--- src/rtl/ex_dest_pipe_pkg.sv ---
// Shared definitions for the destination-tracking pipeline: the dest_mode
// encodings and the default link register.
package ex_dest_pipe_pkg;

    typedef enum logic [1:0] {
        DEST_L    = 2'd0,
        DEST_R    = 2'd1,
        DEST_LINK = 2'd2,
        DEST_NONE = 2'd3
    } dest_mode_e;

    localparam int LINK_REG_DEFAULT = 31;

endpackage

--- src/rtl/ex_dest_pipe_if.sv ---
// Bundle of instruction-side inputs and tracking/forwarding outputs for ex_dest_pipe.
// The master drives the instruction side; the slave is the pipe itself.
interface ex_dest_pipe_if
    import ex_dest_pipe_pkg::*;
#(
    parameter int ADDR_W = 5,
    parameter int DEPTH  = 3
);
    localparam int STAGE_W = $clog2(DEPTH) + 1;

    logic [ADDR_W-1:0]       reg_dest_r_type;
    logic [ADDR_W-1:0]       reg_dest_l_type;
    dest_mode_e              dest_mode;
    logic                    reg_write_in;
    logic                    valid_in;
    logic                    stall;
    logic                    flush;
    logic [ADDR_W-1:0]       src_a;
    logic [ADDR_W-1:0]       src_b;

    logic [ADDR_W-1:0]       reg_dest_selected;
    logic [DEPTH*ADDR_W-1:0] stage_dest;
    logic [DEPTH-1:0]        stage_wr;
    logic                    fwd_a_hit;
    logic                    fwd_b_hit;
    logic [STAGE_W-1:0]      fwd_a_stage;
    logic [STAGE_W-1:0]      fwd_b_stage;

    modport master (
        output reg_dest_r_type, reg_dest_l_type, dest_mode, reg_write_in,
               valid_in, stall, flush, src_a, src_b,
        input  reg_dest_selected, stage_dest, stage_wr,
               fwd_a_hit, fwd_b_hit, fwd_a_stage, fwd_b_stage
    );

    modport slave (
        input  reg_dest_r_type, reg_dest_l_type, dest_mode, reg_write_in,
               valid_in, stall, flush, src_a, src_b,
        output reg_dest_selected, stage_dest, stage_wr,
               fwd_a_hit, fwd_b_hit, fwd_a_stage, fwd_b_stage
    );

endinterface

--- src/rtl/ex_dest_fwd_match.sv ---
// Combinational lookup of one operand address against all in-flight writes;
// reports the youngest (lowest-index) matching stage.
module ex_dest_fwd_match #(
    parameter int ADDR_W = 5,
    parameter int DEPTH  = 3
) (
    input  logic [ADDR_W-1:0]       src,
    input  logic [DEPTH*ADDR_W-1:0] stage_dest,
    input  logic [DEPTH-1:0]        stage_wr,
    output logic                    hit,
    output logic [$clog2(DEPTH):0]  stage
);
    localparam int STAGE_W = $clog2(DEPTH) + 1;

    // NOTE: every output gets a default first so no path through the block leaves it unassigned, which would infer a latch.
    always_comb begin
        hit   = 1'b0;
        stage = '0;
        // Scan oldest to youngest so the lowest matching index is written last and wins.
        for (int k = DEPTH - 1; k >= 0; k--) begin
            if (src != '0 && stage_wr[k] && stage_dest[k*ADDR_W +: ADDR_W] == src) begin
                hit   = 1'b1;
                stage = STAGE_W'(k);
            end
        end
    end

endmodule

--- src/rtl/ex_dest_pipe.sv ---
// Destination-register select plus a DEPTH-stage shift array of {dest, write}
// used for hazard detection and operand forwarding lookups.
module ex_dest_pipe
    import ex_dest_pipe_pkg::*;
#(
    parameter int ADDR_W   = 5,
    parameter int DEPTH    = 3,
    parameter int LINK_REG = LINK_REG_DEFAULT
) (
    input logic           clk,
    input logic           rst_n,
    ex_dest_pipe_if.slave bus
);
    localparam logic [ADDR_W-1:0] LINK_DEST = ADDR_W'(LINK_REG);

    logic [ADDR_W-1:0] sel_dest;
    logic              sel_wr;
    logic [ADDR_W-1:0] dest_q [DEPTH];
    logic [ADDR_W-1:0] dest_d [DEPTH];
    logic              wr_q   [DEPTH];
    logic              wr_d   [DEPTH];

    always_comb begin
        case (bus.dest_mode)
            DEST_L:    sel_dest = bus.reg_dest_l_type;
            DEST_R:    sel_dest = bus.reg_dest_r_type;
            DEST_LINK: sel_dest = LINK_DEST;
            default:   sel_dest = '0;
        endcase
        // Writes to register 0 are architecturally discarded, so never track them.
        sel_wr = bus.valid_in & bus.reg_write_in & (bus.dest_mode != DEST_NONE) & (sel_dest != '0);
    end

    always_comb begin
        dest_d = dest_q;
        wr_d   = wr_q;
        if (bus.flush) begin
            dest_d[0] = '0;
            wr_d[0]   = 1'b0;
        end else if (!bus.stall) begin
            dest_d[0] = sel_dest;
            wr_d[0]   = sel_wr;
        end
        for (int k = 1; k < DEPTH; k++) begin
            // A held stage 0 must not also appear in stage 1, so a bubble goes downstream instead.
            if (k == 1 && bus.stall) begin
                dest_d[k] = '0;
                wr_d[k]   = 1'b0;
            end else begin
                dest_d[k] = dest_q[k-1];
                wr_d[k]   = wr_q[k-1];
            end
        end
    end

    // NOTE: the stage array is a set of flops, not a RAM, so every entry is reset; reset must discard in-flight writes.
    always_ff @(posedge clk or negedge rst_n) begin
        if (!rst_n) begin
            for (int k = 0; k < DEPTH; k++) begin
                dest_q[k] <= '0;
                wr_q[k]   <= 1'b0;
            end
        end else begin
            // NOTE: non-blocking so each stage samples its neighbour's pre-edge value.
            dest_q <= dest_d;
            wr_q   <= wr_d;
        end
    end

    for (genvar k = 0; k < DEPTH; k++) begin : g_out
        assign bus.stage_dest[k*ADDR_W +: ADDR_W] = dest_q[k];
        assign bus.stage_wr[k]                    = wr_q[k];
    end

    assign bus.reg_dest_selected = dest_q[0];

    ex_dest_fwd_match #(.ADDR_W(ADDR_W), .DEPTH(DEPTH)) u_fwd_a (
        .src        (bus.src_a),
        .stage_dest (bus.stage_dest),
        .stage_wr   (bus.stage_wr),
        .hit        (bus.fwd_a_hit),
        .stage      (bus.fwd_a_stage)
    );

    ex_dest_fwd_match #(.ADDR_W(ADDR_W), .DEPTH(DEPTH)) u_fwd_b (
        .src        (bus.src_b),
        .stage_dest (bus.stage_dest),
        .stage_wr   (bus.stage_wr),
        .hit        (bus.fwd_b_hit),
        .stage      (bus.fwd_b_stage)
    );

endmodule

--- src/flat_wrapper.sv ---
// flat-port wrapper written by rule: the top's interface ports become plain ports
module ex_dest_pipe_flat import ex_dest_pipe_pkg::*;
#(
    parameter int ADDR_W   = 5,
    parameter int DEPTH    = 3,
    parameter int LINK_REG = LINK_REG_DEFAULT
)
  (clk, rst_n, bus_reg_dest_r_type, bus_reg_dest_l_type, bus_dest_mode, bus_reg_write_in, bus_valid_in, bus_stall, bus_flush, bus_src_a, bus_src_b, bus_reg_dest_selected, bus_stage_dest, bus_stage_wr, bus_fwd_a_hit, bus_fwd_b_hit, bus_fwd_a_stage, bus_fwd_b_stage);
  ex_dest_pipe_if #(.ADDR_W(ADDR_W), .DEPTH(DEPTH)) bus_i ();
  input logic clk;
  input logic rst_n;
  input wire logic [$bits(bus_i.reg_dest_r_type)-1:0] bus_reg_dest_r_type;
  input wire logic [$bits(bus_i.reg_dest_l_type)-1:0] bus_reg_dest_l_type;
  input wire logic [$bits(bus_i.dest_mode)-1:0] bus_dest_mode;
  input wire logic [$bits(bus_i.reg_write_in)-1:0] bus_reg_write_in;
  input wire logic [$bits(bus_i.valid_in)-1:0] bus_valid_in;
  input wire logic [$bits(bus_i.stall)-1:0] bus_stall;
  input wire logic [$bits(bus_i.flush)-1:0] bus_flush;
  input wire logic [$bits(bus_i.src_a)-1:0] bus_src_a;
  input wire logic [$bits(bus_i.src_b)-1:0] bus_src_b;
  output wire logic [$bits(bus_i.reg_dest_selected)-1:0] bus_reg_dest_selected;
  output wire logic [$bits(bus_i.stage_dest)-1:0] bus_stage_dest;
  output wire logic [$bits(bus_i.stage_wr)-1:0] bus_stage_wr;
  output wire logic [$bits(bus_i.fwd_a_hit)-1:0] bus_fwd_a_hit;
  output wire logic [$bits(bus_i.fwd_b_hit)-1:0] bus_fwd_b_hit;
  output wire logic [$bits(bus_i.fwd_a_stage)-1:0] bus_fwd_a_stage;
  output wire logic [$bits(bus_i.fwd_b_stage)-1:0] bus_fwd_b_stage;
  assign bus_i.reg_dest_r_type = bus_reg_dest_r_type;
  assign bus_i.reg_dest_l_type = bus_reg_dest_l_type;
  assign bus_i.dest_mode = bus_dest_mode;
  assign bus_i.reg_write_in = bus_reg_write_in;
  assign bus_i.valid_in = bus_valid_in;
  assign bus_i.stall = bus_stall;
  assign bus_i.flush = bus_flush;
  assign bus_i.src_a = bus_src_a;
  assign bus_i.src_b = bus_src_b;
  assign bus_reg_dest_selected = bus_i.reg_dest_selected;
  assign bus_stage_dest = bus_i.stage_dest;
  assign bus_stage_wr = bus_i.stage_wr;
  assign bus_fwd_a_hit = bus_i.fwd_a_hit;
  assign bus_fwd_b_hit = bus_i.fwd_b_hit;
  assign bus_fwd_a_stage = bus_i.fwd_a_stage;
  assign bus_fwd_b_stage = bus_i.fwd_b_stage;
  ex_dest_pipe #(.ADDR_W(ADDR_W), .DEPTH(DEPTH), .LINK_REG(LINK_REG)) u_core (.clk(clk), .rst_n(rst_n), .bus(bus_i));
endmodule
--- config.mk ---
export PLATFORM = sky130hd
export DESIGN_NAME = ex_dest_pipe_flat
export DESIGN_NICKNAME = d
export VERILOG_FILES = /design/src/rtl/ex_dest_pipe_pkg.sv /design/src/rtl/ex_dest_pipe_if.sv /design/src/rtl/ex_dest_fwd_match.sv /design/src/rtl/ex_dest_pipe.sv /design/src/flat_wrapper.sv
export SDC_FILE = /design/constraint.sdc
export NUM_CORES = 1
export LEC_CHECK = 0
export CAP_MARGIN = 25
export CORE_AREA = 2 2 57 59
export CTS_BUF_LIST = sky130_fd_sc_hd__clkbuf_4
export CTS_CLUSTER_DIAMETER = 60
export DETAILED_ROUTE_END_ITERATION = 7
export DIE_AREA = 0 0 59 61
export GPL_ROUTABILITY_DRIVEN = 0
export PLACE_DENSITY = 0.81
export SLEW_MARGIN = 0
export SYNTH_ARGS = -nofsm -noshare
export SYNTH_HDL_FRONTEND = slang
export SYNTH_SLANG_ARGS = --single-unit
--- constraint.sdc ---
create_clock -name clk -period 2.1 [get_ports clk]
set_input_delay 0.525 -clock clk [delete_from_list [all_inputs] [get_ports clk]]
set_output_delay 0.525 -clock clk [all_outputs]
set_load 0.01 [all_outputs]
==> flow_metrics.tcl <==
set metrics [dict create \
    hpwl_um 2760 \
    cp.arrival_ps 1830 \
    drv_cap 0 \
    critPathTopFamily "simple AND/OR/NAND/NOR gates" \
    cell_internal_pwr_w 0.000606 \
    p_per_area_mw_per_mm2 402 \
    syn_area_per_cell_um2 9.81 \
    io_pins 59 \
    pwr-share-seq 0.457 \
    synthArstFlopShare 1.00 \
    avgRoutedWirePerCell_um 15.0 \
    fill_cells 222 \
    dpl_worst_slack_ps -1030 \
    initial_utilization 0.412 \
    outcome "finished, violations left" \
    ys_types 22 \
    rows 20 \
    period_share 1.12 \
    cp.depth 5 \
    cp.buffers_inverters 1 \
    ant_nets 0 \
    critPathMaxStageDelay_ps 460 \
    area_growth_pct 71.4 \
    cp_cell_sequence "xnor2_1 -> nand4_1 -> or4_4 -> nor3b_2 -> buf_2" \
    slowest_stage "or4_4" \
    numCtsBuffers 3 \
    peakVddDrop_mv 0.262 \
    crit_type "register to primary output" \
    drive_gt1_frac 0.382 \
    ys_ff_latch 18 \
    synthCells 124 \
    fin_skew_ps 0.376 \
    stdcell_count 237 \
    yosys_warnings 0 \
    clk_latency_ps 280 \
    grt_pass1_vias 1319 \
    violations "setup timing" \
    p_sw_frac 0.278 \
    hold_viol_final 0 \
    timing.fmax_ghz 0.424 \
    tritoncts "built" \
    drc_errors 0 \
    cts_htree_levels 1 \
    num_antenna_cells 0 \
    grt_start_max_net_pins 19 \
    cts.sinks 18 \
    via_per_inst 5.09 \
    synth_area_mm2 0.00122 \
    period_minus_slack_ps 2360 \
    r2r_setup_slack_ps 1080 \
    timing.rr.end "u_core.bus.stage_wr[0]" \
    antenna_found_initial 0 \
    endpoint_kind "primary output" \
    rsz0062_at_grt "yes" \
    leakagePower_nw 0.935 \
    routed_wl_um 3560 \
    dieArea_mm2 0.00360 \
    crit_required_ps 1570 \
    core_mm2 0.00295 \
    maxSlewViolCount 0 \
    switchingPower_w 0.000233 \
    setup_violations 6 \
    grt-ovfl-total 0 \
    die_w_um 59 \
    clk_pin_slew_worst_paths_ps 90 \
    crit_path_end "bus_fwd_a_stage[1]" \
    drtIter0Drc 26 \
    firstDrtPassIters 4 \
    nNetsFinal 233 \
    cp-startpoint "u_core.bus.stage_dest[12]" \
    clock_path_buffers 2 \
    dp.cells 229 \
    r2r_start "u_core.bus.stage_wr[0]" \
    grt_use_total 0.210 \
    comb_power_share 0.344 \
    die_h_um 61 \
    ys_seq_area_frac 0.370 \
    cp-start-kind "register" \
    synth-main-ff-cell "dfrtp_1" \
    fin_ws_ps -257 \
    min_path_type "primary input to async pin" \
    vias 1206 \
    cts_root_buf "clkbuf_4" \
    synth_edf_count 0 \
    io_buffers 56 \
    holdBufCountCts 0 \
    worstPathMaxFanout 3 \
    p_clk_frac 0.199 \
    grt_pass1_wl_um 5640 \
    r2r_cells 5 \
]
## cell usage after synthesis (2+ instances only)
cell type	number	share of area
mux2i_1	5	0.041
nand2_1	4	0.012
nor2b_1	7	0.036
xor2_1	8	0.058
nand4_1	6	0.031
buf_4	13	0.080
nor2_2	2	0.010
or4_4	4	0.037
nor3b_2	2	0.021
or4_1	2	0.012
dfrtp_1	18	0.37
nor3_1	4	0.016
nor2_1	14	0.043
o2bb2ai_1	5	0.036
xnor2_1	22	0.16
nand3_1	2	0.0082
## registers in the layout (all words and copies together) (netlist names)
| signal | count |
|---|---|
| u_core.bus.reg_dest_selected | 5 |
| u_core.bus.stage_dest | 10 |
| u_core.bus.stage_wr | 3 |
## final cells by class
cell class | instances | area, µm² | share of cell area
multi-input combinational | 93 | 764 | 0.367
tap | 33 | 41.3 | 0.0198
timing repair buffer | 89 | 797 | 0.382
clock buffer | 3 | 22.5 | 0.0108
sequential | 18 | 455 | 0.218
clock inverter | 1 | 3.75 | 0.00180
## power by group through the flow
stage	logic, W	clock network (W)	registers [W]
2_1_floorplan	0.000101	0	0.000392
3_3_place_gp	0.000256	0	0.000386
3_5_place_dp	0.000264	0	0.000387
4_1_cts	0.000281	0.000173	0.000382
5_1_grt	0.000311	0.000187	0.000386
6_report	0.000289	0.000167	0.000383
## per-stage QoR
step / hold WS, ps / utilization / power [W] / area (µm²) / TNS, ps
after floorplan: 229 / - / 0.000492 / 1220 / 0
after global placement: 521 / 0.656 / 0.000642 / 1940 / -5610
after detailed placement: 532 / 0.656 / 0.000651 / 1940 / -5900
after CTS: 551 / 0.690 / 0.000837 / 2040 / -1420
after global routing: 573 / 0.706 / 0.000884 / 2080 / -1490
final: 555 / 0.706 / 0.000839 / 2080 / -998
## worst min-delay path by stage
stage / endpoint / startpoint / cells after the start
3_3_place_gp: u_core.bus.stage_wr[2] / u_core.bus.stage_wr[1] / 1
4_1_cts: u_core.bus.stage_dest[13] / rst_n / 2
6_report: u_core.bus.stage_dest[9] / rst_n / 2
5_1_grt: u_core.bus.stage_wr[2] / u_core.bus.stage_wr[1] / 1
2_1_floorplan: u_core.bus.reg_dest_selected[0] / rst_n / 0
3_5_place_dp: u_core.bus.stage_wr[2] / u_core.bus.stage_wr[1] / 1
## repair_timing
item | CTS | global route
buffers inserted | 3 | 1
cloned | 0 | 0
pin swaps | 13 | 11
endpoints found under the setup margin | 6 | 6
gates resized for setup | 83 | 17
## placed cells by master, fill, tap and decap left out, types with 7 or more instances in the layout
cell type / synthesis / final
nor2_1: 14 / 14
xnor2_2: 0 / 8
buf_6: 0 / 11
buf_4: 13 / 29
xnor2_1: 22 / 14
dfrtp_1: 18 / 14
xor2_1: 8 / 8
nor2b_1: 7 / 7
clkdlybuf4s50_1: 0 / 40
## kinds of logic (layout without fill, tap and decap cells)
kind of cell,Yosys count,in the layout,share of synthesized area
AO/OA/AOI/OAI,7,7,0.0473
flip-flops,18,18,0.370
buffers and inverters,14,93,0.0833
AND/OR/NAND/NOR,49,49,0.239
XOR/XNOR,30,30,0.216
multiplexers,5,5,0.0412
other,1,2,0.00308
## layer usage
metal  wire length [µm]  vias to the layer above  global-route usage
met4                 42                        0              0.0812
met1               1400                      575               0.222
met3                168                        6              0.0277
met2               1950                       46               0.419
met5                  0                        -                   0
li1                   -                      579                   -
No activity file was read; power rests on OpenSTA's default activity.
